[src/rtl/wb_stage_pkg.sv]
// rtl/wb_stage_pkg.sv - shared encodings for the memory-access/writeback stage
package wb_stage_pkg;

    localparam logic [1:0] WB_ALU  = 2'b00;
    localparam logic [1:0] WB_DMEM = 2'b01;
    localparam logic [1:0] WB_PC4  = 2'b10;
    localparam logic [1:0] WB_CSR  = 2'b11;

    localparam logic [2:0] LD_B  = 3'b000;
    localparam logic [2:0] LD_H  = 3'b001;
    localparam logic [2:0] LD_W  = 3'b010;
    localparam logic [2:0] LD_D  = 3'b011;
    localparam logic [2:0] LD_BU = 3'b100;
    localparam logic [2:0] LD_HU = 3'b101;
    localparam logic [2:0] LD_WU = 3'b110;

    typedef enum logic {
        IDLE = 1'b0,
        WAIT = 1'b1
    } state_t;

endpackage

[src/rtl/wb_stage_if.sv]
// rtl/wb_stage_if.sv - Execute-to-writeback instruction handshake bundle
interface wb_stage_if #(
    parameter int XLEN = 32
) ();
    logic            ex_valid;
    logic            ex_ready;
    logic [XLEN-1:0] ex_pc;
    logic [XLEN-1:0] ex_alu_out;
    logic [4:0]      ex_rd;
    logic [1:0]      ex_wb_sel;
    logic [2:0]      ex_ld_sel;
    logic            ex_reg_wen;
    logic [XLEN-1:0] csr_rdata;

    modport master (
        output ex_valid, ex_pc, ex_alu_out, ex_rd, ex_wb_sel, ex_ld_sel,
               ex_reg_wen, csr_rdata,
        input  ex_ready
    );

    modport slave (
        input  ex_valid, ex_pc, ex_alu_out, ex_rd, ex_wb_sel, ex_ld_sel,
               ex_reg_wen, csr_rdata,
        output ex_ready
    );
endinterface

[src/rtl/load_align.sv]
// rtl/load_align.sv - shifts a raw memory word by the byte offset and extends it
module load_align
    import wb_stage_pkg::*;
#(
    parameter int XLEN = 32
) (
    input  logic [$clog2(XLEN/8)-1:0] offset,
    input  logic [2:0]                ld_sel,
    input  logic [XLEN-1:0]           raw,
    output logic [XLEN-1:0]           data,
    output logic                      illegal
);
    logic [XLEN-1:0] shifted;

    assign shifted = raw >> {offset, 3'b000};

    // Size casts of signed slices sign-extend, which also covers LW at XLEN=32.
    always_comb begin
        data    = '0;
        illegal = 1'b0;
        case (ld_sel)
            LD_B:  data = XLEN'($signed(shifted[7:0]));
            LD_H:  data = XLEN'($signed(shifted[15:0]));
            LD_W:  data = XLEN'($signed(shifted[31:0]));
            LD_BU: data = XLEN'(shifted[7:0]);
            LD_HU: data = XLEN'(shifted[15:0]);
            LD_D: begin
                if (XLEN == 64) data = shifted;
                else            illegal = 1'b1;
            end
            LD_WU: begin
                if (XLEN == 64) data = XLEN'(shifted[31:0]);
                else            illegal = 1'b1;
            end
            default: illegal = 1'b1;
        endcase
    end
endmodule

[src/rtl/wb_stage.sv]
// rtl/wb_stage.sv - memory-access/writeback stage with variable-latency load wait
module wb_stage
    import wb_stage_pkg::*;
#(
    parameter int XLEN    = 32,
    parameter int TIMEOUT = 64
) (
    input  logic            clk,
    input  logic            rst,
    wb_stage_if.slave       ex_bus,
    input  logic            dmem_resp_valid,
    input  logic [XLEN-1:0] dmem_rdata,
    output logic            wb_valid,
    output logic            wb_wen,
    output logic [4:0]      wb_rd,
    output logic [XLEN-1:0] wb_data,
    output logic            wb_err
);
    localparam int OFFW = $clog2(XLEN/8);
    localparam int CW   = $clog2(TIMEOUT);
    localparam logic [CW-1:0] CNT_LAST = CW'(TIMEOUT - 1);

    state_t          state, state_nxt;
    logic [CW-1:0]   cnt, cnt_nxt;
    logic [4:0]      ld_rd;
    logic            ld_wen;
    logic [2:0]      ld_sel_q;
    logic [OFFW-1:0] ld_off;

    logic            accept;
    logic            is_load;
    logic [XLEN-1:0] ex_result;
    logic [XLEN-1:0] ld_data;
    logic            ld_illegal;

    logic            nxt_valid, nxt_wen, nxt_err;
    logic [4:0]      nxt_rd;
    logic [XLEN-1:0] nxt_data;

    assign ex_bus.ex_ready = (state == IDLE);
    assign accept          = ex_bus.ex_valid && (state == IDLE);
    assign is_load         = (ex_bus.ex_wb_sel == WB_DMEM);

    load_align #(.XLEN(XLEN)) u_load_align (
        .offset  (ld_off),
        .ld_sel  (ld_sel_q),
        .raw     (dmem_rdata),
        .data    (ld_data),
        .illegal (ld_illegal)
    );

    always_comb begin
        case (ex_bus.ex_wb_sel)
            WB_PC4:  ex_result = ex_bus.ex_pc + XLEN'(4);
            WB_CSR:  ex_result = ex_bus.csr_rdata;
            default: ex_result = ex_bus.ex_alu_out;
        endcase
    end

    always_comb begin
        state_nxt = state;
        cnt_nxt   = cnt;
        case (state)
            IDLE: begin
                if (accept && is_load) begin
                    state_nxt = WAIT;
                    cnt_nxt   = '0;
                end
            end
            WAIT: begin
                if (dmem_resp_valid || (cnt == CNT_LAST)) state_nxt = IDLE;
                else                                      cnt_nxt   = cnt + 1'b1;
            end
            default: state_nxt = IDLE;
        endcase
    end

    // Strobes default low; rd/data hold so the forwarding network sees stable values.
    always_comb begin
        nxt_valid = 1'b0;
        nxt_wen   = 1'b0;
        nxt_err   = 1'b0;
        nxt_rd    = wb_rd;
        nxt_data  = wb_data;
        case (state)
            IDLE: begin
                if (accept && !is_load) begin
                    nxt_valid = 1'b1;
                    nxt_rd    = ex_bus.ex_rd;
                    nxt_data  = ex_result;
                    nxt_wen   = ex_bus.ex_reg_wen && (ex_bus.ex_rd != 5'd0);
                end
                if (dmem_resp_valid) nxt_err = 1'b1;
            end
            WAIT: begin
                if (dmem_resp_valid) begin
                    nxt_valid = 1'b1;
                    nxt_rd    = ld_rd;
                    nxt_data  = ld_data;
                    nxt_err   = ld_illegal;
                    nxt_wen   = ld_wen && (ld_rd != 5'd0) && !ld_illegal;
                end else if (cnt == CNT_LAST) begin
                    nxt_valid = 1'b1;
                    nxt_rd    = ld_rd;
                    nxt_data  = '0;
                    nxt_err   = 1'b1;
                end
            end
            default: ;
        endcase
    end

    always_ff @(posedge clk) begin
        if (rst) begin
            state    <= IDLE;
            cnt      <= '0;
            ld_rd    <= '0;
            ld_wen   <= 1'b0;
            ld_sel_q <= '0;
            ld_off   <= '0;
            wb_valid <= 1'b0;
            wb_wen   <= 1'b0;
            wb_err   <= 1'b0;
            wb_rd    <= '0;
            wb_data  <= '0;
        end else begin
            state    <= state_nxt;
            cnt      <= cnt_nxt;
            wb_valid <= nxt_valid;
            wb_wen   <= nxt_wen;
            wb_err   <= nxt_err;
            wb_rd    <= nxt_rd;
            wb_data  <= nxt_data;
            if (accept && is_load) begin
                ld_rd    <= ex_bus.ex_rd;
                ld_wen   <= ex_bus.ex_reg_wen;
                ld_sel_q <= ex_bus.ex_ld_sel;
                ld_off   <= ex_bus.ex_alu_out[OFFW-1:0];
            end
        end
    end
endmodule

[src/flat_wrapper.sv]
// flat-port wrapper written by rule: the top's interface ports become plain ports
module wb_stage_flat import wb_stage_pkg::*;
#(
    parameter int XLEN    = 32,
    parameter int TIMEOUT = 64
)
  (clk, rst, dmem_resp_valid, dmem_rdata, wb_valid, wb_wen, wb_rd, wb_data, wb_err, ex_bus_ex_valid, ex_bus_ex_pc, ex_bus_ex_alu_out, ex_bus_ex_rd, ex_bus_ex_wb_sel, ex_bus_ex_ld_sel, ex_bus_ex_reg_wen, ex_bus_csr_rdata, ex_bus_ex_ready);
  wb_stage_if #(.XLEN(XLEN)) ex_bus_i ();
  input  logic clk;
  input  logic rst;
  input  logic dmem_resp_valid;
  input  logic [XLEN-1:0] dmem_rdata;
  output logic wb_valid;
  output logic wb_wen;
  output logic [4:0] wb_rd;
  output logic [XLEN-1:0] wb_data;
  output logic wb_err;
  input wire logic [$bits(ex_bus_i.ex_valid)-1:0] ex_bus_ex_valid;
  input wire logic [$bits(ex_bus_i.ex_pc)-1:0] ex_bus_ex_pc;
  input wire logic [$bits(ex_bus_i.ex_alu_out)-1:0] ex_bus_ex_alu_out;
  input wire logic [$bits(ex_bus_i.ex_rd)-1:0] ex_bus_ex_rd;
  input wire logic [$bits(ex_bus_i.ex_wb_sel)-1:0] ex_bus_ex_wb_sel;
  input wire logic [$bits(ex_bus_i.ex_ld_sel)-1:0] ex_bus_ex_ld_sel;
  input wire logic [$bits(ex_bus_i.ex_reg_wen)-1:0] ex_bus_ex_reg_wen;
  input wire logic [$bits(ex_bus_i.csr_rdata)-1:0] ex_bus_csr_rdata;
  output wire logic [$bits(ex_bus_i.ex_ready)-1:0] ex_bus_ex_ready;
  assign ex_bus_i.ex_valid = ex_bus_ex_valid;
  assign ex_bus_i.ex_pc = ex_bus_ex_pc;
  assign ex_bus_i.ex_alu_out = ex_bus_ex_alu_out;
  assign ex_bus_i.ex_rd = ex_bus_ex_rd;
  assign ex_bus_i.ex_wb_sel = ex_bus_ex_wb_sel;
  assign ex_bus_i.ex_ld_sel = ex_bus_ex_ld_sel;
  assign ex_bus_i.ex_reg_wen = ex_bus_ex_reg_wen;
  assign ex_bus_i.csr_rdata = ex_bus_csr_rdata;
  assign ex_bus_ex_ready = ex_bus_i.ex_ready;
  wb_stage #(.XLEN(XLEN), .TIMEOUT(TIMEOUT)) u_core (.clk(clk), .rst(rst), .ex_bus(ex_bus_i), .dmem_resp_valid(dmem_resp_valid), .dmem_rdata(dmem_rdata), .wb_valid(wb_valid), .wb_wen(wb_wen), .wb_rd(wb_rd), .wb_data(wb_data), .wb_err(wb_err));
endmodule
[config.mk]
export PLATFORM = sky130hd
export DESIGN_NAME = wb_stage_flat
export DESIGN_NICKNAME = d
export VERILOG_FILES = /design/src/rtl/wb_stage_pkg.sv /design/src/rtl/wb_stage_if.sv /design/src/rtl/load_align.sv /design/src/rtl/wb_stage.sv /design/src/flat_wrapper.sv
export SDC_FILE = /design/constraint.sdc
export NUM_CORES = 1
export LEC_CHECK = 0
export BUFFER_PORTS_ARGS = -buffer_cell sky130_fd_sc_hd__buf_2
export CORE_ASPECT_RATIO = 1.4
export CORE_MARGIN = 1.5
export CORE_UTILIZATION = 49
export CTS_CLUSTER_SIZE = 10
export DETAILED_ROUTE_END_ITERATION = 7
export HOLD_SLACK_MARGIN = 0.03
export PLACE_DENSITY_LB_ADDON = 0.12
export SKIP_LAST_GASP = 1
export SYNTH_ARGS = -nofsm -noshare
export SYNTH_HDL_FRONTEND = slang
export SYNTH_SLANG_ARGS = --single-unit
[constraint.sdc]
create_clock -name clk -period 2.59 [get_ports clk]
set_input_delay 0.259 -clock clk [delete_from_list [all_inputs] [get_ports clk]]
set_output_delay 0.259 -clock clk [all_outputs]
set_load 0.01 [all_outputs]
Word level (Yosys, flattened, before mapping)
Cells that the tools add are included.
{ "totals": {"reg_bits": 58, "input_bits": 143, "out_inout_bits": 41, "wordCells": 68} }
{ "classes": {"addsub": 2, "n_eq_ne": 12, "shift": 1, "mux": 27, "n_bitwise": 1, "reduce_logical": 14} }
{ "op_table": {"columns": ["operator", "count"], "rows": [
  ["32-bit case mux with 5 select lines", 1],
  ["32-bit case mux with 2 select lines", 2],
  ["32-bit 2-to-1 mux", 3],
  ["32-bit by 3-bit adder with 32-bit output (second input constant)", 1],
  ["32-bit by 5-bit >> shifter with 32-bit output", 1],
  ["5-bit 2-to-1 mux", 3],
  ["6-bit 2-to-1 mux", 2],
  ["6-bit case mux with 2 select lines", 1],
  ["1-bit 2-to-1 mux", 10],
  ["5-bit case mux with 2 select lines", 1],
  ["5-bit nonzero test", 2],
  ["1-bit case mux with 2 select lines", 4],
  ["6-bit by 1-bit adder with 6-bit output (second input constant)", 1],
  ["3-bit equality test (second input constant)", 2],
  ["6-bit equality test (second input constant)", 1],
  ["1-bit logical AND", 6],
  ["5-bit OR reduction", 1],
  ["2-bit equality test (second input constant)", 2],
  ["2-bit by 1-bit != test with 1-bit output (second input constant)", 2],
  ["2-bit AND reduction", 2],
  ["3-bit by 1-bit equality test with 1-bit output (second input constant)", 1],
  ["3-bit by 2-bit equality test with 1-bit output (second input constant)", 1],
  ["3-bit logical NOT", 1],
  ["3-bit != test (second input constant)", 1],
  ["5 further kinds", 5]
]} }

Logic depth before layout (Yosys ltp)
Gate-level depths: netlist (run 1).
{ "depth": {"ltp_word": 5, "mapped_depth": 8, "mapped_depth_nobuf": 6} }

By module
From an unflattened synthesis (run 1), not the netlist that was laid out.
{ "unflattened": {"hier_cells": 584, "area_unflattened_um2": 4543.1} }
{ "modules_own_cells": {"columns": ["mod", "instances", "cells_per_inst", "area_each_um2", "seq_area_each_um2"], "rows": [
  ["wb_stage", 1, 475, 3739.8, 1161.1],
  ["load_align", 1, 109, 803.3, 0.0]
]} }

Least setup slack after synthesis (run 1)
OpenSTA, ideal clock, no wires.
{ "synth_path": {"path_kind": "reg2reg", "from": "register u_core.cnt[0]", "to": "register u_core.wb_data[21]", "setup_time_ps": 86, "arrival_time_ps": 1809, "t_required_ps": 2504, "slack_ps": 695, "path_stages_with_launch": 8, "n_path_buf": 2, "synth_period_minus_slack_ps": 1895, "cell_sequence": "dfxtp_1 -> ha_1 -> and4_1 -> clkbuf_1 -> nor2_1 -> clkbuf_1 -> nor3_1 -> a211oi_1"} }
{ "synth_between": {"elab_chain_cells": 3} }
{ "synth_lines": {"columns": ["element", "line", "rtl"], "rows": [
  ["start, declared", "wb_stage.sv:24", "logic [CW-1:0] cnt, cnt_nxt;"],
  ["start signal, assigned", "wb_stage.sv:128", "cnt <= cnt_nxt;"],
  ["6-bit equality test", "wb_stage.sv:102", "end else if (cnt == CNT_LAST) begin"],
  ["3-bit != test (no source line)", null, null],
  ["2-bit AND reduction (no source line)", null, null],
  ["end signal, assigned", "wb_stage.sv:133", "wb_data <= nxt_data;"],
  ["end, declared", "wb_stage.sv:16", "output logic [XLEN-1:0] wb_data,"]
]} }
No other way between the ends.
A chain may end at the register's enable or synchronous reset.

Worst setup path in the final report (run 1)
{ "layout_path": {"from": "register u_core.ld_off[1]", "to": "register u_core.wb_data[26]"} }
{ "layout_between": {"elab_chain_cells": 4} }
{ "layout_lines": {"columns": ["element", "line", "rtl"], "rows": [
  ["start, declared", "wb_stage.sv:28", "logic [OFFW-1:0] ld_off;"],
  ["start signal, assigned", "wb_stage.sv:138", "ld_off <= ex_bus.ex_alu_out[OFFW-1:0];"],
  ["32-bit by 5-bit >> shifter with 32-bit output", "load_align.sv:15", "assign shifted = raw >> {offset, 3'b000};"],
  ["32-bit case mux with 5 select lines", "load_align.sv:21", "case (ld_sel)"],
  ["32-bit 2-to-1 mux", "wb_stage.sv:96", "if (dmem_resp_valid) begin"],
  ["32-bit case mux with 2 select lines", "wb_stage.sv:85", "case (state)"]
]} }
No other way between the ends.

==> results of run 1 <==
-- per-stage QoR --
step | worst slack (ns) | hold slack (ns)
detailed placement | 0.1112 | 0.4611
global route | 0.02125 | 0.1754
CTS | 0.1077 | 0.1648
floorplan | 0.6953 | 0.3950
finish | 0.01467 | 0.1679
global placement | 0.1739 | 0.4445
-- cells in the mapped netlist (5+ instances only) --
library cell  instances
dfxtp_1              58
nor2_1               58
nand2_1              57
o21ai_0              43
a21oi_1              39
clkbuf_1             32
nand3_1              31
mux2i_1              27
nor2b_1              21
nor3_1               16
a211oi_1             14
a31oi_1              14
a311oi_1             13
nand2b_1             13
inv_1                11
nand4_1              11
xor2_1               10
nor4_1                9
o211ai_1              8
buf_1                 7
o22ai_1               6
xnor2_1               6
a2111oi_0             5
a221oi_1              5
a22oi_1               5
and3_1                5
o31a_1                5
or4_1                 5
-- report_power, final --
part | internal, W | total (W) | switching, W | leakage (nW)
clock network | 0.000849 | 0.00130 | 0.000453 | 0.153
logic | 0.000285 | 0.000682 | 0.000397 | 1.68
registers | 0.000959 | 0.00101 | 0.0000504 | 0.477
total | 0.00209 | 0.00299 | 0.000900 | 2.31
-- layer usage --
| layer | vias to the layer above | part of all wire [%] | track usage [%] |
|---|---|---|---|
| li1 | 2528 | - | - |
| met1 | 2483 | 38 | 41.60 |
| met2 | 298 | 49 | 64.70 |
| met3 | 48 | 8.4 | 6.774 |
| met4 | 0 | 4.1 | 16.50 |
| met5 | - | 0 | 0 |
-- state kept, by name, summed over array words and instances (netlist names) --
name / flops
u_core.cnt: 6
u_core.ld_off: 2
u_core.ld_rd: 5
u_core.ld_sel_q: 3
u_core.ld_wen: 1
u_core.state: 1
u_core.wb_data: 32
u_core.wb_err: 1
u_core.wb_rd: 5
u_core.wb_valid: 1
u_core.wb_wen: 1
-- cell families after synthesis --
kind of cell,after synthesis,share of synthesized area [%]
flops,58,27.26
buf+inv,55,5.141
mux,31,7.403
simple gates,245,29.00
xor+xnor,16,3.290
fa+ha+maj,2,0.5875
compound gates,178,27.32
-- worst paths after layout --
kind / start / to / slack (ns)
worst min-delay path: ex_bus_ex_ld_sel[1] / u_core.ld_sel_q[1] / 0.17
worst max-delay path: u_core.ld_off[1] / u_core.wb_data[26] / 0.01
worst max register to register: u_core.ld_off[1] / u_core.wb_data[26] / 0.01
worst min register to register: u_core.ld_rd[3] / u_core.ld_rd[3] / 0.47
-- layout make-up --
class	count	area, µm²	area share (%)
multi-input combinational	472	2879	51.43
tap	105	131.4	2.347
clock inverter	7	101.3	1.810
clock buffer	9	225.2	4.023
sequential	58	1161	20.74
timing repair buffer	202	1059	18.91
inverter	11	41.29	0.7376
-- worst max-delay path: stages, from the launching register on --
cell and delay [ns]:
dfxtp_1 0.58, buf_4 0.26, and4b_1 0.24, and3b_1 0.28
a2111oi_0 0.91, o32ai_1 0.15
==> results.md, run 1 <==
- FFs w/ async S/R, synth: 0%
- Vert. Die Dim: approximately 110 µm
- Register area share after synthesis: between 20% and 30%
- Vias in the first global route: between 4000 and 5000
- Hold Path Depth: 3
- Final nets: 899
- Port-buffer cells: 183
- Postcts setup bufs: 0
- Placement Cell Area: 0.005271 mm²
- Max-capacitance violation count: 0
- EDFF count, synth: 0
- Clock skew: 0.004478 ns
- Max H-tree Level: 3
- LEAKAGE: 2.306 nW
- Antenna violations before repair: 0
- Drt pass-1 iters: 5
- Final ANT Viol Nets: 0
- Largest net degree at the start of global routing: roughly 50
- Dpl cells: ~850
- Distinct cells, synth: 58
- Synth warn: 0
- Residual DRC count: 0
- Final Critical Period: approximately 2.6 ns
- Worst EP required: between 2 and 3 ns
- Critical Path Start Type: flop
- Area leader, netlist: dfxtp_1
- Clk_lat worst skew: about 0.34 ns
- RSZ-0062 raised after global routing: false
- Hold-fix buffers, CTS: 0
- Hold Path Class: input pin to flop
- Syn avg cell area: around 7.3 µm²
- Clock root cell: clkbuf_16
- Post-layout util: 65.79%
- Syn Std Cell Area: between 0.004 and 0.005 mm²
- Post-route cell area: roughly 0.0056 mm²
- Final setup fails: 0
- Post-Syn Nets: 730
- Peak Freq: around 390 MHz
- Non-Filler Instances: ~860
- Worst vdd ir: roughly 0.00054 V
- CTS Buffer Depth: 2
- Signal arrival time at the worst endpoint: between 2 and 3 ns
- Leading cell type in the layout, fill and taps excluded: buf_2
- Drt total wl: around 17000 µm
- Final critical-path share of the clock period: between 90% and 100%
- Initial DRC count: 380
- Nature of the critical path endpoint: flop
- Synth area leaders: dfxtp_1, mux2i_1, nor2_1
- DIE AREA: 0.009268 mm²
- CP Class: flop to flop
- Ys flop type: dfxtp_1
- Layout area overhead: 31.43%
- Total power: 0.002994 W
- Slew @ Worst Pin: 0.9715 ns
- Clock sink count: between 50 and 60
- # resized after CTS: 0
- PD cells: ~530 mW/mm²
- Die Wd: 81.80 µm
- Layout cells sized above 1: a little under a third
- Core outline area: 0.008508 mm²
- Outcome: finished, final reports clean
- Wire length per cell: between 15 and 20 µm
- Number of synthesized register bits: 58
- Final Max Slew Viols: 0
- Routed vias/inst: 6.200
- Rel. slew slack: 33.56%
- GRT Util Overall: 36.68%
- Remaining global-route overflow: 0
- First-pass GRT wire length: about 25000 µm
- Starting Density: 50.06%
- Crit Path Max Fanout: 11
- Setup TNS Final: 0 ns
- TritonCTS Buffers: 9
- I/O Pins: 184
- Worst-path clk slew: ~0.050 ns
- Synth top area share: between 20% and 30%
- Routability cong.: 0.9674
- Worst Reg-to-Reg Cells: 5
- # diodes: 0
- Fillers: approximately 800
- Final hold violation count: 0
- CTS tree: done
- Standard-cell rows: 40
- HPWL after DPL: ~13000 µm
- Vias: approximately 5400
- Most frequent cells in the layout: buf_2, nor2_1, dfxtp_1
- Syn Inst Count: between 500 and 600
Note: power is estimated with default switching activity, not from simulation.
==> run 2: changes to the inputs <==
- CORE_UTILIZATION: 49 -> 35
- SYNTH_HIERARCHICAL: default -> 1
==> run 2 against run 1 <==
  * Via count down 1.3%
  * Area after synthesis increased by 6.7%
  * Sequential share of layout area shrank 1.1 points
  * Sequential power hardly changed
  * Power up 4.7%
  * Cell count grew 5.4%
  * Hold slack improved by 0.0071 ns
  * Setup slack improved by 0.36 ns
  * Flip-flop and latch count is the same
  * Critical path depth grew 1
  * First-iteration DRC count is 15% lower
  * Largest cell class unchanged
==> results.md, run 2 <==
- Remaining global-route overflow: 0 (unchanged)
- Outcome: finished, final reports clean
- LEAKAGE: 2.451 nW (+6.3%)
- Number of synthesized register bits: 58 (unchanged)
- Syn Std Cell Area: 0.004543 mm² (+6.7%)
- Wire length per cell: 20.05 µm (+1.9%)
- Worst-path clk slew: 0.05 ns (about the same)
- I/O Pins: 184 (unchanged)
- Rel. slew slack: 43.41% (+9.8 points)
- Clk_lat worst skew: 0.33 ns (about the same)
- Routed vias/inst: 5.804 (-6.4%)
- HPWL after DPL: 14640 µm (+11%)
- Slew @ Worst Pin: 0.8458 ns (-0.1257 ns)
- Peak Freq: 451.2 MHz (+16%)
- Syn avg cell area: 7.779 µm² (+6.9%)
- Layout cells sized above 1: 32.45% (+1.9 points)
- Final setup fails: 0 (unchanged)
- Register area share after synthesis: 25.56% (-1.7 points)
- Cell with the most instances after synthesis: nand2_1
- Non-Filler Instances: 911 (+5.4%)
- Crit Path Max Fanout: 8 (-3)
- Synth area leaders: dfxtp_1, mux2i_1, a211oi_1
- Post-layout util: 46.38% (-19 points)
- Standard-cell rows: 49 (+23%)
- Routability cong.: 0.9372 (-3.1%)
- Ys flop type: dfxtp_1
- Worst EP required: 2.78 ns (about the same)
- Area leader, netlist: dfxtp_1
- Max FFs per register: 32 (unchanged)
- CP Class: flop to flop
- CTS tree: done
- Max-capacitance violation count: 0 (unchanged)
- Signal arrival time at the worst endpoint: 2.41 ns (-0.35 ns)
- Die Wd: 99.29 µm (+21%)
- Starting Density: 35.63% (-14 points)
- Final ANT Viol Nets: 0 (unchanged)
- Leading cell type in the layout, fill and taps excluded: buf_2
- Vias in the first global route: 5206 (+5.0%)
- Setup TNS Final: 0 ns (unchanged)
- Synth warn: 6 (+6)
- Most frequent cells after synthesis: nand2_1, dfxtp_1, nor2_1, a211oi_1, mux2i_1
- Max H-tree Level: 3 (unchanged)
- Drt total wl: 18270 µm (+7.4%)
- CTS Buffer Depth: 2 (unchanged)
- Post-Syn Nets: 729 (-0.14%)
- PD cells: 530.2 mW/mm² (-0.87%)
- Top reg by flops: u_core/wb_data
- Vert. Die Dim: 137.8 µm (+22%)
- Fillers: 1349 (+68%)
- Distinct cells, synth: 79 (+36%)
- Final critical-path share of the clock period: 85.57% (-14 points)
- # resized after CTS: 0 (unchanged)
- Synth top area share: 25.56% (-1.7 points)
- Antenna violations before repair: 0 (unchanged)
- First-pass GRT wire length: 27990 µm (+11%)
- Final nets: 898 (-0.11%)
- Dpl cells: 895 (+5.5%)
- Hold Path Class: input pin to flop
- RSZ-0062 raised after global routing: false
- DIE AREA: 0.01368 mm² (+48%)
- Clock skew: 0.006841 ns (+0.002363 ns)
- FFs w/ async S/R, synth: 0% (unchanged)
- Initial DRC count: 324 (-15%)
- Setup slack, reg-to-reg: 0.37 ns (+0.36 ns)
- Nature of the critical path endpoint: flop
- Hold-fix buffers, CTS: 0 (unchanged)
- Final Critical Period: 2.216 ns (-0.3592 ns)
- Residual DRC count: 0 (unchanged)
- Most frequent cells in the layout: buf_2, nand2_1, nor2_1, dfxtp_1, a211oi_1
- Postcts setup bufs: 0 (unchanged)
- Vias: 5287 (-1.3%)
- Syn Inst Count: 584 (-0.17%)
- Final Max Slew Viols: 0 (unchanged)
- Total power: 0.003136 W (+4.7%)
- Critical Path Start Type: flop
- Clock sink count: 58 (unchanged)
- Port-buffer cells: 183 (unchanged)
- Biggest regs: u_core/wb_data x32, u_core/cnt x6
- EDFF count, synth: 0 (unchanged)
- Largest net degree at the start of global routing: 31 (-37%)
- Clock root cell: clkbuf_16
- Core outline area: 0.01275 mm² (+50%)
- Layout area overhead: 30.18%
- Worst vdd ir: 0.0003362 V (-37%)
- Final hold violation count: 0 (unchanged)
- GRT Util Overall: 26.52% (-10 points)
- # diodes: 0 (unchanged)
- TritonCTS Buffers: 9 (unchanged)
- Drt pass-1 iters: 5 (unchanged)
## run 2: worst paths after layout
check,to,startpoint,cells after the start
min reg2reg,u_core/ld_wen,u_core/ld_wen,2
max reg2reg,u_core/wb_data[28],u_core/ld_off[0],6
max,u_core/wb_data[28],u_core/ld_off[0],6
min,u_core/ld_sel_q[0],ex_bus_ex_ld_sel[0],3
## run 2: routing by layer
metal | part of all wire (%) | GRT usage [%] | routed length, µm | vias to the layer above
met3 | 5.8 | 3.551 | 1054 | 34
met4 | 2.6 | 10.33 | 470 | 0
li1 | - | - | - | 2561
met5 | 0 | 0 | 0 | -
met1 | 41 | 31.75 | 7458 | 2482
met2 | 51 | 47.83 | 9286 | 210
## run 2: critical path, stage by stage (launching register included)
cell and delay (ns):
dfxtp_1 0.55, mux2i_1 0.41, nand3b_1 0.19, o211a_4 0.22, a21o_1 0.19, a221oi_1 0.39
a211oi_1 0.13
## run 2: area by class of cell
cell class	instances	area (µm²)	share of cell area (%)
clock buffers	9	225.2	3.808
clock inverters	7	116.4	1.967
inverters	10	37.54	0.6347
multi-input cells	472	3124	52.82
flip-flops and latches	58	1161	19.63
well taps	153	191.4	3.237
repair buffers	202	1059	17.90
## run 2: metrics by stage
step | hold WS, ns | cell area [µm²] | setup WS, ns
after CTS | 0.1653 | 5914 | 0.3751
after global placement | 0.4465 | 5573 | 0.4559
after detailed placement | 0.4525 | 5573 | 0.3896
after floorplan | 0.3950 | 4543 | 0.8152
final | 0.1750 | 5914 | 0.3738
after global routing | 0.1754 | 5914 | 0.2218
## run 2: cells by family after synthesis
family / Yosys count / synth area share [%]
buffers and inverters: 54 / 5.921
adder cells (fa/ha/maj): 2 / 0.5507
flip-flops: 58 / 25.56
XOR/XNOR: 18 / 3.470
multiplexers: 32 / 7.216
AO/OA/AOI/OAI: 201 / 32.33
AND/OR/NAND/NOR: 219 / 24.95
## run 2: power by group
| group | internal [W] | switching [W] | total [W] |
|---|---|---|---|
| clock | 0.000938 | 0.000437 | 0.00138 |
| combinational | 0.000316 | 0.000438 | 0.000754 |
| sequential | 0.000958 | 0.0000479 | 0.00101 |
| total | 0.00221 | 0.000923 | 0.00314 |
==> run 3: changes to the inputs <==
- PLACE_DENSITY_LB_ADDON: 0.12 -> default
==> run 3 against run 2 <==
  * Maximum frequency increased by 0.31%
  * Wire length decreased by 1.8%
  * Power decreased by 3.3%
  * Register-to-register slack about the same
  * Largest cell class unchanged
  * Combinational power about the same
  * Critical path depth increased by 2
  * Largest power group unchanged
  * Cell count decreased by 0.33%
  * Non-clock buffer count decreased by 3
  * Clock skew decreased by 0.0028 ns
  * Sequential power about the same
  * First-iteration DRC count increased by 33%
==> results.md, run 3 (same netlist as run 2, synthesis figures left out) <==
- CP startpoint: u_core/ld_off[0]
- Die Wd: 99.29 µm (unchanged)
- Nature of the critical path endpoint: flop
- Critical Path Start Type: flop
- Worst-path clk slew: 0.05 ns (about the same)
- Top reg by flops: u_core/wb_data
- Max-capacitance violation count: 0 (unchanged)
- Multi-input combinational cell area: 0.003124 mm² (unchanged)
- Fillers: 1329 (-1.5%)
- DIE AREA: 0.01368 mm² (unchanged)
- Worst EP required: 2.78 ns (about the same)
- Vert. Die Dim: 137.8 µm (unchanged)
- Slew @ Worst Pin: 0.7426 ns (-0.1032 ns)
- LEAKAGE: 2.427 nW (-0.99%)
- RSZ-0062 raised after global routing: false
- Part of the power in registers: 33.2% (+1.1 points)
- Clock network power share: 42.1% (-1.8 points)
- Net Sw Frac: 30.06% (+0.63 points)
- Peak Freq: 452.6 MHz (+0.31%)
- Outcome: finished, final reports clean
- Rel. slew slack: 50.31% (+6.9 points)
- Biggest regs: u_core/wb_data x32, u_core/cnt x6
- Wire length per cell: 19.77 µm (-1.4%)
- Max FFs per register: 32 (unchanged)
- Vias: 5251 (-0.68%)
- Final nets: 895 (-0.33%)
- Initial DRC count: 430 (+33%)
- Drt pass-1 iters: 5 (unchanged)
- Clk_lat worst skew: 0.34 ns (about the same)
- Leading cell type in the layout, fill and taps excluded: buf_2
- Postcts setup bufs: 0 (unchanged)
- Clock root cell: clkbuf_16
- Standard-cell rows: 49 (unchanged)
- Setup TNS Final: 0 ns (unchanged)
- Clock skew: 0.004002 ns (-0.002839 ns)
- Hold_sp: ex_bus_ex_ld_sel[1]
- Largest net degree at the start of global routing: 35 (+13%)
- Worst Reg-to-Reg Cells: 8 (+2)
- Setup slack at placement: 0.4545 ns (+0.06486 ns)
- Routability cong.: 0.9545 (+1.8%)
- TritonCTS Buffers: 9 (unchanged)
- Most frequent cells in the layout: buf_2, nand2_1, nor2_1, dfxtp_1, a211oi_1
- Antenna violations before repair: 0 (unchanged)
- HPWL after DPL: 14210 µm (-3.0%)
- Routed vias/inst: 5.783 (-0.35%)
- Final Max Slew Viols: 0 (unchanged)
- Final ANT Viol Nets: 0 (unchanged)
- Core outline area: 0.01275 mm² (unchanged)
- Final critical-path share of the clock period: 85.30% (-0.27 points)
- Layout area overhead: 29.61%
- Final setup fails: 0 (unchanged)
- # resized after CTS: 0 (unchanged)
- Sequential standard cell area: 0.001161 mm² (unchanged)
- Residual DRC count: 0 (unchanged)
- Hold-fix buffers, CTS: 0 (unchanged)
- Worst vdd ir: 0.0002177 V (-35%)
- Fin worst setup slack: 0.3807 ns (+0.006883 ns)
- Clock sink count: 58 (unchanged)
- Psw: 0.0009119 W (-1.2%)
- I/O Pins: 184 (unchanged)
- Internal power: 0.002121 W (-4.1%)
- Hold Path Class: input pin to flop
- PD cells: 515.2 mW/mm² (-2.8%)
- GRT Util Overall: 26.31% (-0.21 points)
- Vias in the first global route: 5194 (-0.23%)
- Port-buffer cells: 183 (unchanged)
- CTS tree: done
- Final hold violation count: 0 (unchanged)
- Drt total wl: 17950 µm (-1.8%)
- Remaining global-route overflow: 0 (unchanged)
- Hold Path Depth: 3 (unchanged)
- CTS Buffer Depth: 2 (unchanged)
- Comb power frac: 24.7% (+0.6 points)
- CP Class: flop to flop
- Starting Density: 35.63% (unchanged)
- Worst r2r src: u_core/ld_off[0]
- Max H-tree Level: 3 (unchanged)
- Signal arrival time at the worst endpoint: 2.40 ns (about the same)
- First-pass GRT wire length: 27430 µm (-2.0%)
- Crit Path Max Fanout: 9 (+1)
- Final Critical Period: 2.209 ns (-0.006883 ns)
- # diodes: 0 (unchanged)
- Layout cells sized above 1: 32.19% (-0.27 points)
run 3: cell type report:
class                           instances  area share (%)
Multi-Input combinational cell        472           53.06
Sequential cell                        58           19.72
Timing Repair Buffer                  199           17.81
Clock buffer                           13           4.760
Tap cell                              153           3.251
Clock inverter                          3          0.7650
Inverter                               10          0.6375
run 3: metrics by stage:
stage               hold slack, ns  area, µm²  util [%]  std cells  power [W]
floorplan                   0.3950       4543         -        584   0.001430
global placement            0.4433       5563     43.62        892   0.001758
detailed placement          0.4516       5563     43.62        892   0.001766
CTS                         0.1555       5888     46.17        908   0.003046
global route                0.1815       5888     46.17        908   0.003177
finish                      0.1636       5888     46.17        908   0.003033
run 3: worst max-delay path, cell delays in order, from the launching register on:
cell and delay (ns):
dfxtp_1 0.54, mux2i_1 0.48, nand3b_1 0.20, o211ai_2 0.19, o21ai_1 0.14, nand2_1 0.10, o21ai_0 0.10, nor3_1 0.19
a211oi_1 0.11
run 3: per-layer routing:
layer	vias up	part of all wire, %	global-route usage [%]
li1	2558	-	-
met1	2440	40	30.98
met2	215	51	46.73
met3	38	5.6	3.551
met4	0	3.5	12.99
met5	-	0	0
run 3: power by group through the flow:
stage               Combinational (W)  Clock, W  Sequential (W)
finish                       0.000751   0.00128         0.00101
floorplan                    0.000393         0         0.00104
global placement             0.000733         0         0.00102
detailed placement           0.000741         0         0.00102
global route                 0.000815   0.00135         0.00101
CTS                          0.000743   0.00130         0.00101
run 3: path summary, 6_finish.rpt:
kind	endpoint	slack, ns
setup / recovery	u_core/wb_data[18]	0.38
hold / removal	u_core/ld_sel_q[1]	0.16
setup reg to reg	u_core/wb_data[18]	0.38
hold reg to reg	u_core/ld_wen	0.46
